--- src/rtl/keccak_lane_permuter.sv ---
// Streams in a 25-lane Keccak state, applies rho, pi, both or neither,
// and streams the 25 result lanes back out in index order.
//
// state   | meaning
// LOAD    | accept 25 input lanes into src_buf, mode taken from lane 0
// PERMUTE | 25 cycles, one src lane rotated/remapped into dst_buf per cycle
// DRAIN   | present dst_buf lanes 0..24 on the output handshake
module keccak_lane_permuter #(
    parameter int LANE_W = 64,
    parameter int IDX_W  = 5
) (
    input  logic              clk,
    input  logic              rst,
    input  logic [1:0]        mode,
    input  logic              in_valid,
    output logic              in_ready,
    input  logic [LANE_W-1:0] in_lane,
    output logic              out_valid,
    input  logic              out_ready,
    output logic [LANE_W-1:0] out_lane,
    output logic [IDX_W-1:0]  out_idx,
    output logic [IDX_W-1:0]  cnt,
    output logic              busy,
    output logic              done
);

    typedef enum logic [1:0] {LOAD, PERMUTE, DRAIN} state_t;

    // Mode 2'b11 (bypass) neither rotates nor remaps, so it needs no constant.
    localparam logic [1:0] MODE_PI     = 2'b00;
    localparam logic [1:0] MODE_RHO    = 2'b01;
    localparam logic [1:0] MODE_RHO_PI = 2'b10;

    state_t            state;
    logic [1:0]        mode_q;
    logic [2:0]        x_q;
    logic [2:0]        y_q;
    logic [LANE_W-1:0] src_buf [25];
    logic [LANE_W-1:0] dst_buf [25];

    logic [4:0]          idx;
    logic [4:0]          nxt_idx;
    logic                rot_en;
    logic                pi_en;
    logic [5:0]          shamt;
    logic [2*LANE_W-1:0] dbl;
    logic [LANE_W-1:0]   perm_lane;
    logic [4:0]          xy_sum;
    logic [2:0]          pi_row;
    logic [4:0]          dest;

    // Rho offsets indexed by lane number n = x + 5*y.
    function automatic logic [5:0] rho_off(input logic [4:0] n);
        case (n)
            5'd0:  rho_off = 6'd0;   5'd1:  rho_off = 6'd1;   5'd2:  rho_off = 6'd62;
            5'd3:  rho_off = 6'd28;  5'd4:  rho_off = 6'd27;  5'd5:  rho_off = 6'd36;
            5'd6:  rho_off = 6'd44;  5'd7:  rho_off = 6'd6;   5'd8:  rho_off = 6'd55;
            5'd9:  rho_off = 6'd20;  5'd10: rho_off = 6'd3;   5'd11: rho_off = 6'd10;
            5'd12: rho_off = 6'd43;  5'd13: rho_off = 6'd25;  5'd14: rho_off = 6'd39;
            5'd15: rho_off = 6'd41;  5'd16: rho_off = 6'd45;  5'd17: rho_off = 6'd15;
            5'd18: rho_off = 6'd21;  5'd19: rho_off = 6'd8;   5'd20: rho_off = 6'd18;
            5'd21: rho_off = 6'd2;   5'd22: rho_off = 6'd61;  5'd23: rho_off = 6'd56;
            5'd24: rho_off = 6'd14;  default: rho_off = 6'd0;
        endcase
    endfunction

    // Input never exceeds 2*4 + 3*4 = 20, so three conditional subtracts suffice.
    function automatic logic [2:0] mod5(input logic [4:0] a);
        logic [4:0] r;
        r = a;
        if (r >= 5'd10) r = r - 5'd10;
        if (r >= 5'd5)  r = r - 5'd5;
        if (r >= 5'd5)  r = r - 5'd5;
        mod5 = r[2:0];
    endfunction

    // Rotate the current source lane and compute its destination slot.
    always_comb begin
        idx       = cnt[4:0];
        nxt_idx   = idx + 5'd1;
        rot_en    = (mode_q == MODE_RHO) || (mode_q == MODE_RHO_PI);
        pi_en     = (mode_q == MODE_PI)  || (mode_q == MODE_RHO_PI);
        // LANE_W is a power of two, so the mod reduces to a mask.
        shamt     = rot_en ? (rho_off(idx) & 6'(LANE_W - 1)) : 6'd0;
        dbl       = {src_buf[idx], src_buf[idx]} << shamt;
        perm_lane = dbl[2*LANE_W-1 -: LANE_W];
        xy_sum    = {1'b0, x_q, 1'b0} + {2'b00, y_q} + {1'b0, y_q, 1'b0};
        pi_row    = mod5(xy_sum);
        dest      = pi_en ? ({2'b00, y_q} + {pi_row, 2'b00} + {2'b00, pi_row}) : idx;
    end

    // Lane storage carries no reset; every slot is rewritten before it is read.
    always_ff @(posedge clk) begin
        if (state == LOAD && in_valid && in_ready) src_buf[idx] <= in_lane;
        if (state == PERMUTE)                      dst_buf[dest] <= perm_lane;
    end

    // Frame sequencing with registered handshake and status outputs.
    always_ff @(posedge clk or negedge rst) begin
        if (!rst) begin
            state     <= LOAD;
            cnt       <= '0;
            x_q       <= 3'd0;
            y_q       <= 3'd0;
            mode_q    <= MODE_PI;
            in_ready  <= 1'b0;
            out_valid <= 1'b0;
            out_lane  <= '0;
            out_idx   <= '0;
            busy      <= 1'b0;
            done      <= 1'b0;
        end else begin
            done <= 1'b0;
            case (state)
                LOAD: begin
                    in_ready <= 1'b1;
                    if (in_valid && in_ready) begin
                        if (idx == 5'd0) mode_q <= mode;
                        if (idx == 5'd24) begin
                            cnt      <= '0;
                            x_q      <= 3'd0;
                            y_q      <= 3'd0;
                            in_ready <= 1'b0;
                            busy     <= 1'b1;
                            state    <= PERMUTE;
                        end else begin
                            cnt <= cnt + IDX_W'(1);
                        end
                    end
                end
                PERMUTE: begin
                    if (x_q == 3'd4) begin
                        x_q <= 3'd0;
                        y_q <= y_q + 3'd1;
                    end else begin
                        x_q <= x_q + 3'd1;
                    end
                    if (idx == 5'd24) begin
                        cnt       <= '0;
                        out_valid <= 1'b1;
                        out_idx   <= '0;
                        // Slot 0 may be written on this very edge; forward it.
                        out_lane  <= (dest == 5'd0) ? perm_lane : dst_buf[0];
                        state     <= DRAIN;
                    end else begin
                        cnt <= cnt + IDX_W'(1);
                    end
                end
                DRAIN: begin
                    if (out_valid && out_ready) begin
                        if (idx == 5'd24) begin
                            out_valid <= 1'b0;
                            out_lane  <= '0;
                            out_idx   <= '0;
                            cnt       <= '0;
                            done      <= 1'b1;
                            busy      <= 1'b0;
                            in_ready  <= 1'b1;
                            state     <= LOAD;
                        end else begin
                            cnt      <= cnt + IDX_W'(1);
                            out_idx  <= IDX_W'(nxt_idx);
                            out_lane <= dst_buf[nxt_idx];
                        end
                    end
                end
                default: state <= LOAD;
            endcase
        end
    end

endmodule

--- config.mk ---
export PLATFORM = sky130hd
export DESIGN_NAME = keccak_lane_permuter
export DESIGN_NICKNAME = d
export VERILOG_FILES = /design/src/rtl/keccak_lane_permuter.sv
export SDC_FILE = /design/constraint.sdc
export NUM_CORES = 2
export LEC_CHECK = 0
export CAP_MARGIN = 5
export CELL_PAD_IN_SITES_DETAIL_PLACEMENT = 1
export CELL_PAD_IN_SITES_GLOBAL_PLACEMENT = 2
export CORE_ASPECT_RATIO = 0.7
export CORE_MARGIN = 3
export CORE_UTILIZATION = 45
export DETAILED_ROUTE_END_ITERATION = 6
export HOLD_SLACK_MARGIN = 0.02
export PLACE_DENSITY_LB_ADDON = 0.1
export SYNTH_ARGS = -nofsm -noshare
export SYNTH_HDL_FRONTEND = slang
export SYNTH_SLANG_ARGS = --single-unit
--- constraint.sdc ---
create_clock -name clk -period 11.4 [get_ports clk]
set_input_delay 2.28 -clock clk [delete_from_list [all_inputs] [get_ports clk]]
set_output_delay 2.28 -clock clk [all_outputs]
set_load 0.05 [all_outputs]
After elaboration in Yosys (flattened, before gate mapping)
Memory sizes are Yosys's and may differ from the RTL's.
Index checks and enable logic that the tools add are counted.
- eq/ne operators: 12
- shifts and indexed selects: 1
- magnitude comparators: 3
- add/sub/neg operators: 10
- multiplexer cells: 45
- reduce and logical (&&, ||, !) cells: 23
- operator list (kind ; number):
    two-way mux 64 bit ; 4
    one-hot mux 64 bit (2 select lines) ; 1
    left shift 128 x 6 -> 128 bit ; 1
    two-way mux 5 bit ; 7
    two-way mux 3 bit ; 5
    one-hot mux 5 bit (3 select lines) ; 1
    AND reduction 3 bit ; 5
    two-way mux 1 bit ; 14
    one-hot mux 3 bit (2 select lines) ; 2
    >= comparator 5 x 3 -> 1 bit, second input constant ; 2
    logical NOT 5 bit ; 2
    two-way mux 2 bit ; 5
    one-hot mux 5 bit (2 select lines) ; 1
    AND reduction 5 bit ; 2
    inequality test 2 x 1 -> 1 bit, second input constant ; 4
    AND reduction 4 bit ; 2
    adder 3 x 1 -> 3 bit, second input constant ; 2
    two-way mux 6 bit ; 1
    one-hot mux 1 bit (2 select lines) ; 3
    one-hot mux 2 bit (3 select lines) ; 1
    nonzero test 2 bit ; 3
    adder 3 x 5 -> 5 bit ; 1
    adder 4 x 3 -> 5 bit ; 1
    adder 5 x 1 -> 5 bit, second input constant ; 1
    15 further kinds ; 23
- output and inout port bits: 78
- input port bits: 70
- memories: 3
- word-level logic and storage cells: 108
- RAM bits: 3200
- register bits after elaboration: 88
- bits in read-only memories: 192
- memory list (name ; depth ; bits a word ; read ports ; clocked after Yosys merged registers in ; write ports ; RTL line ; text):
    dst_buf ; 25 ; 64 ; 2 ; 0 ; 1 ; 39 ; logic [LANE_W-1:0] dst_buf [25];
    src_buf ; 25 ; 64 ; 1 ; 0 ; 1 ; 38 ; logic [LANE_W-1:0] src_buf [25];
    (name not given) ; 32 ; 6 ; 1 ; 0 ; 0 ; 54 ; case (n)

Logic depth before layout (Yosys ltp)
- word-level depth: 15
- mapped depth: 33
- depth with buffers taken out: 32

Worst setup path before layout
Ideal clock, no wire load.
- path type: reg-to-reg
- start point: register y_q[1]
- end point: memory dst_buf[19][0] (enable)
- setup time: 565 ps
- stages on the path, launching flop included: 26
- arrival: 9798 ps
- path buffers: 1
- data required time: 10835 ps
- period minus slack after synthesis: 10363 ps
- path slack: 1037 ps
- cells stage by stage: dfrtp_1 > inv_1 > fa_1 > inv_1 > ha_1 > fa_1 > nor2b_1 > o31ai_1 > o31ai_1 > nor2_1 > nor2_1 > xnor2_1 > ha_1 > nor4bb_1 > o2bb2ai_1 > mux2_2 > inv_1 > fa_1 > ha_1 > a21o_1 > a21oi_1 > xnor2_1 > nand2_1 > o21ai_0 > clkbuf_1 > nor3_1
- word-level cells in the longest chain between the ends: 11
- elaborated cells on any way between the ends: 14
- classes of those cells: add/sub: 7; order compare: 3; mux: 4
- ends and longest elaborated chain (what ; RTL line ; text):
    start: declaration ; 37 ; logic [2:0] y_q;
    start signal: assignment ; 134 ; y_q <= y_q + 3'd1;
    adder 4 x 3 -> 5 bit ; 87 ; xy_sum = {1'b0, x_q, 1'b0} + {2'b00, y_q} + {1'b0, y_q, 1'b0};
    adder 5 x 4 -> 5 bit ; 87 ;
    subtractor 5 x 4 -> 5 bit or >= comparator 5 x 4 -> 1 bit (tied branches) ; 71 ; if (r >= 5'd10) r = r - 5'd10;
    two-way mux 5 bit ; 71 ;
    subtractor 5 x 3 -> 5 bit or >= comparator 5 x 3 -> 1 bit (tied branches) ; 72 ; if (r >= 5'd5) r = r - 5'd5;
    two-way mux 5 bit ; 72 ;
    >= comparator 5 x 3 -> 1 bit or subtractor 3 bit (tied branches) ; 73 ; if (r >= 5'd5) r = r - 5'd5;
    two-way mux 3 bit ; 73 ;
    adder 3 x 5 -> 5 bit ; 89 ; dest = pi_en ? ({2'b00, y_q} + {pi_row, 2'b00} + {2'b00, pi_row}) : idx;
    adder 5 x 3 -> 5 bit (*) ; 89 ;
    two-way mux 5 bit (*) ; 89 ;
    end: declaration ; 39 ;
Every way passes the cells marked *; elsewhere a longest branch is shown, timed or not.

Worst setup path after layout
- start point: register y_q[1]
- end point: memory dst_buf[15][13] (enable)
Same word-level chain as after synthesis.

==> impl_results.html <==
<table>
<tr><th>Metric</th><th>Value</th></tr>
<tr><th colspan="2">Floorplanning</th></tr>
<tr><td>Standard-cell rows</td><td>166</td></tr>
<tr><td>Die ar.</td><td>0.302 sq mm</td></tr>
<tr><td>I/O pin count</td><td>148</td></tr>
<tr><td>Area inside the core boundary</td><td>0.293 sq mm</td></tr>
<tr><td>Horizontal die dimension</td><td>656 um</td></tr>
<tr><td>Die span in y</td><td>461 um</td></tr>
<tr><td>Initial core utilization</td><td>0.454</td></tr>
<tr><th colspan="2">Hold path</th></tr>
<tr><td>Depth of the worst hold-timing path</td><td>2</td></tr>
<tr><td>Endpoint with the worst hold slack</td><td>out_idx[3]</td></tr>
<tr><td>Classification of the worst-slack hold path</td><td>reg2reg</td></tr>
<tr><td>Worst Hold Launch</td><td>out_idx[3]</td></tr>
<tr><th colspan="2">Layout</th></tr>
<tr><td>Fraction of layout instances using a drive strength above 1</td><td>0.184</td></tr>
<tr><td>Fin util</td><td>0.512</td></tr>
<tr><td>Area used by multi-input combinational logic</td><td>0.0330 sq mm</td></tr>
<tr><td>Area delta synth-&gt;final</td><td>12.9%</td></tr>
<tr><td>Final-layout fill cell count</td><td>26400</td></tr>
<tr><td>Post-layout net count</td><td>7495</td></tr>
<tr><td>Storage element area</td><td>0.0983 sq mm</td></tr>
<tr><td>Final Instance Count excl. Fillers</td><td>11600</td></tr>
<tr><th colspan="2">STA</th></tr>
<tr><td>Setup repair after global routing missed its margin</td><td>no</td></tr>
<tr><td>Worst slew margin relative to its limit</td><td>0.0906</td></tr>
<tr><td>Post-route fraction of the period consumed by the critical path</td><td>0.755</td></tr>
<tr><td>Timing-limited maximum frequency</td><td>0.116 GHz</td></tr>
<tr><td>Final count of negative-setup-slack endpoints</td><td>0</td></tr>
<tr><td>Final min period</td><td>8610 ps</td></tr>
<tr><td>Sum Neg Setup Slack</td><td>0 ps</td></tr>
<tr><td>Final WS setup</td><td>2790 ps</td></tr>
<tr><td>Final Skew</td><td>57.5 ps</td></tr>
<tr><td>Hold violation count in the final report</td><td>0</td></tr>
<tr><td>Pins Over Slew Limit</td><td>0</td></tr>
<tr><td>Worst-Margin Slew</td><td>1360 ps</td></tr>
<tr><th colspan="2">Yosys</th></tr>
<tr><td>Yosys warning count</td><td>0</td></tr>
<tr><td>Synthesized cell area</td><td>0.133 sq mm</td></tr>
<tr><td>Number of synthesized flops with an enable pin</td><td>3200</td></tr>
<tr><td>Post-synth cell types</td><td>91</td></tr>
<tr><td>Cell count after synthesis</td><td>7119</td></tr>
<tr><td>Mean cell area of the mapped netlist</td><td>18.7 sq um</td></tr>
<tr><td>Part of the Yosys area used for sequential elements</td><td>0.739</td></tr>
<tr><td>Async set or reset register ratio after synthesis</td><td>0.0268</td></tr>
<tr><td>Mapped Nets</td><td>7213</td></tr>
<tr><td>Leading register cell type out of synthesis</td><td>edfxtp_1</td></tr>
<tr><td>Seq cells post-synth</td><td>3288</td></tr>
<tr><th colspan="2">Clock tree</th></tr>
<tr><td>Root Driver</td><td>clkbuf_16</td></tr>
<tr><td>Clock insertion delay at the later pin of the skew report</td><td>900 ps</td></tr>
<tr><td>Post-CTS Hold Fix Bufs</td><td>0</td></tr>
<tr><td>Clock slew seen by the registers of the worst setup and hold paths</td><td>60 ps</td></tr>
<tr><td>Number of CTS-inserted buffers</td><td>328</td></tr>
<tr><td>Number of levels in the clock H-tree</td><td>5</td></tr>
<tr><td>CTS tree</td><td>yes</td></tr>
<tr><td>Number of setup buffers added after CTS</td><td>0</td></tr>
<tr><td>Number of clock sinks</td><td>3288</td></tr>
<tr><td># resized after CTS</td><td>0</td></tr>
<tr><td>Buffers from clock root to sink, at most</td><td>4</td></tr>
<tr><th colspan="2">Global route</th></tr>
<tr><td>Number of global-route vias before repair</td><td>74100</td></tr>
<tr><td>Maximum number of pins on one net before global-route repair</td><td>114</td></tr>
<tr><td>Overflow after GRT</td><td>0</td></tr>
<tr><td>Overall fraction of global-route tracks in use</td><td>0.277</td></tr>
<tr><td>Wire length of the first global-routing pass</td><td>593000 um</td></tr>
<tr><td>Initial antenna violation count</td><td>31</td></tr>
<tr><th colspan="2">Placement</th></tr>
<tr><td>Final estimated routing congestion in global placement</td><td>0.903</td></tr>
<tr><td>DP Wirelength</td><td>250000 um</td></tr>
<tr><td>Total instance count after detailed placement</td><td>11000</td></tr>
<tr><td>DP Worst Slack</td><td>2800 ps</td></tr>
<tr><td>Total of buffers placed on input and output ports</td><td>147</td></tr>
<tr><th colspan="2">Worst setup path</th></tr>
<tr><td>Crit start category</td><td>flip-flop</td></tr>
<tr><td>Worst path required time</td><td>11920 ps</td></tr>
<tr><td>Critical path start-end classification</td><td>reg2reg</td></tr>
<tr><td>FF-to-FF Start</td><td>y_q[1]</td></tr>
<tr><td>R2R setup slack</td><td>2790 ps</td></tr>
<tr><td>Reg2Reg Depth</td><td>27</td></tr>
<tr><td>Data arrival at the endpoint of the critical path</td><td>9130 ps</td></tr>
<tr><td>FF-to-FF End</td><td>dst_buf[15][13]</td></tr>
<tr><td>Crit Path Max Fanout</td><td>36</td></tr>
<tr><td>Crit path capture type</td><td>flip-flop</td></tr>
<tr><th colspan="2">Flow run</th></tr>
<tr><td>Count of maximum capacitance violations</td><td>0</td></tr>
<tr><th colspan="2">Route</th></tr>
<tr><td>Iteration-0 DRC count of the detailed router</td><td>9359</td></tr>
<tr><td>Avg Vias per Cell</td><td>6.38</td></tr>
<tr><td>Average detailed-routed wire length per instance</td><td>36.5 um</td></tr>
<tr><td>DRC violations left</td><td>0</td></tr>
<tr><td>First-pass iteration count of the detailed router</td><td>5</td></tr>
<tr><td>Drt total wl</td><td>423000 um</td></tr>
<tr><td>Antenna viol nets, final</td><td>0</td></tr>
<tr><td>Via Count</td><td>74100</td></tr>
<tr><th colspan="2">Outcome</th></tr>
<tr><td>Status</td><td>finished clean</td></tr>
</table>
==> cell usage in the layout, fill, tap and decap left out, types with 44 or more instances in the layout <==
cell type	count
clkinv_1	73
nand2_1	255
a21oi_1	194
a22oi_1	202
o22ai_1	134
o21ai_0	125
mux4_2	552
nor2_1	269
a211oi_1	63
o21ai_1	44
buf_4	218
clkbuf_1	69
edfxtp_1	3200
a221oi_1	78
dfrtp_1	83
mux2i_1	770
clkinv_2	57
nand3_1	187
clkbuf_16	340
clkdlybuf4s50_1	146
==> routing by layer <==
metal	global-route usage	vias to the layer above	wire length [um]
met5	0.00127	-	75
li1	-	29800	-
met4	0.0611	4	9250
met2	0.399	3242	183000
met3	0.0440	541	33300
met1	0.443	40500	198000
==> final cells by class <==
type	instances	share of cell area
flip-flops and latches	3288	0.654
multi-input cells	3370	0.220
clock buffers	416	0.0590
well taps	3948	0.0329
repair buffers	390	0.0239
clock inverters	167	0.00923
inverters	23	0.000591
diodes	13	0.000217
==> Yosys cell counts (all sizes together) (18+ instances only) <==
library cell	n	area, sq um
a211oi	64	485
a21oi	196	981
a221oi	79	692
a22oi	202	1520
a31oi	28	175
buf	262	1730
clkbuf	176	661
dfrtp	88	2200
edfxtp	3200	96100
ha	19	238
inv	22	82.6
mux2	42	473
mux2i	786	7870
mux4	552	12400
nand2	256	961
nand2b	42	263
nand3	188	946
nand4	22	144
nor2	306	1150
nor3	52	270
o211ai	18	145
o21ai	170	851
o22ai	135	845
==> worst max-delay path: stages (launching register included) <==
cell       delay (ps)
dfrtp_1           470
inv_1             120
fa_1              520
inv_1              50
ha_1              190
fa_1              610
a21boi_0          180
o31ai_1           580
nor2_1            210
nor2_1            210
xnor2_1           150
ha_1              230
nor4bb_1          430
o2bb2ai_1         210
mux2_2            330
inv_1              90
fa_1              460
ha_1              290
a21o_1            180
a21oi_1           270
xnor2_1           260
nand2_1            90
o21ai_1            80
buf_4             240
nand3_1           370
nor2_4            190
buf_4             510
buf_4             650
==> state kept, by name, indices dropped and copies added (netlist names) <==
name       cells
dst_buf     1600
out_lane      64
busy           1
x_q            3
cnt            5
out_valid      1
src_buf     1600
mode_q         2
done           1
out_idx        5
in_ready       1
y_q            3
state          2
==> kinds of logic (layout without fill, tap and decap cells) <==
kind of cell	Yosys count	count (layout)	share of synthesized area
buffers and inverters	461	996	0.0186
XOR/XNOR	10	10	0.000658
adder cells (fa/ha/maj)	24	24	0.00254
flip-flops	3288	3288	0.739
AND/OR/NAND/NOR	926	926	0.0311
multiplexers	1380	1380	0.156
AO/OA/AOI/OAI	1030	1030	0.0520
other	0	13	0
==> worst max-delay path by stage <==
stage	startpoint	to	slack, ps
finish	y_q[1]	dst_buf[15][13]	2790
global route	y_q[1]	dst_buf[15][31]	2240
CTS	y_q[1]	dst_buf[15][11]	2780
detailed placement	y_q[1]	dst_buf[15][20]	2800
global placement	y_q[1]	dst_buf[7][3]	2910
floorplan	y_q[1]	dst_buf[19][0]	1040
==> through the flow <==
stage | instance area, sq um | hold WS (ps)
finish | 150000 | 482
global route | 150000 | 507
CTS | 150000 | 485
detailed placement | 140000 | 468
global placement | 140000 | 458
floorplan | 133000 | 479
Power is not shown: default switching activity piles up to over one toggle a cycle in this logic, so the estimate is an artifact.
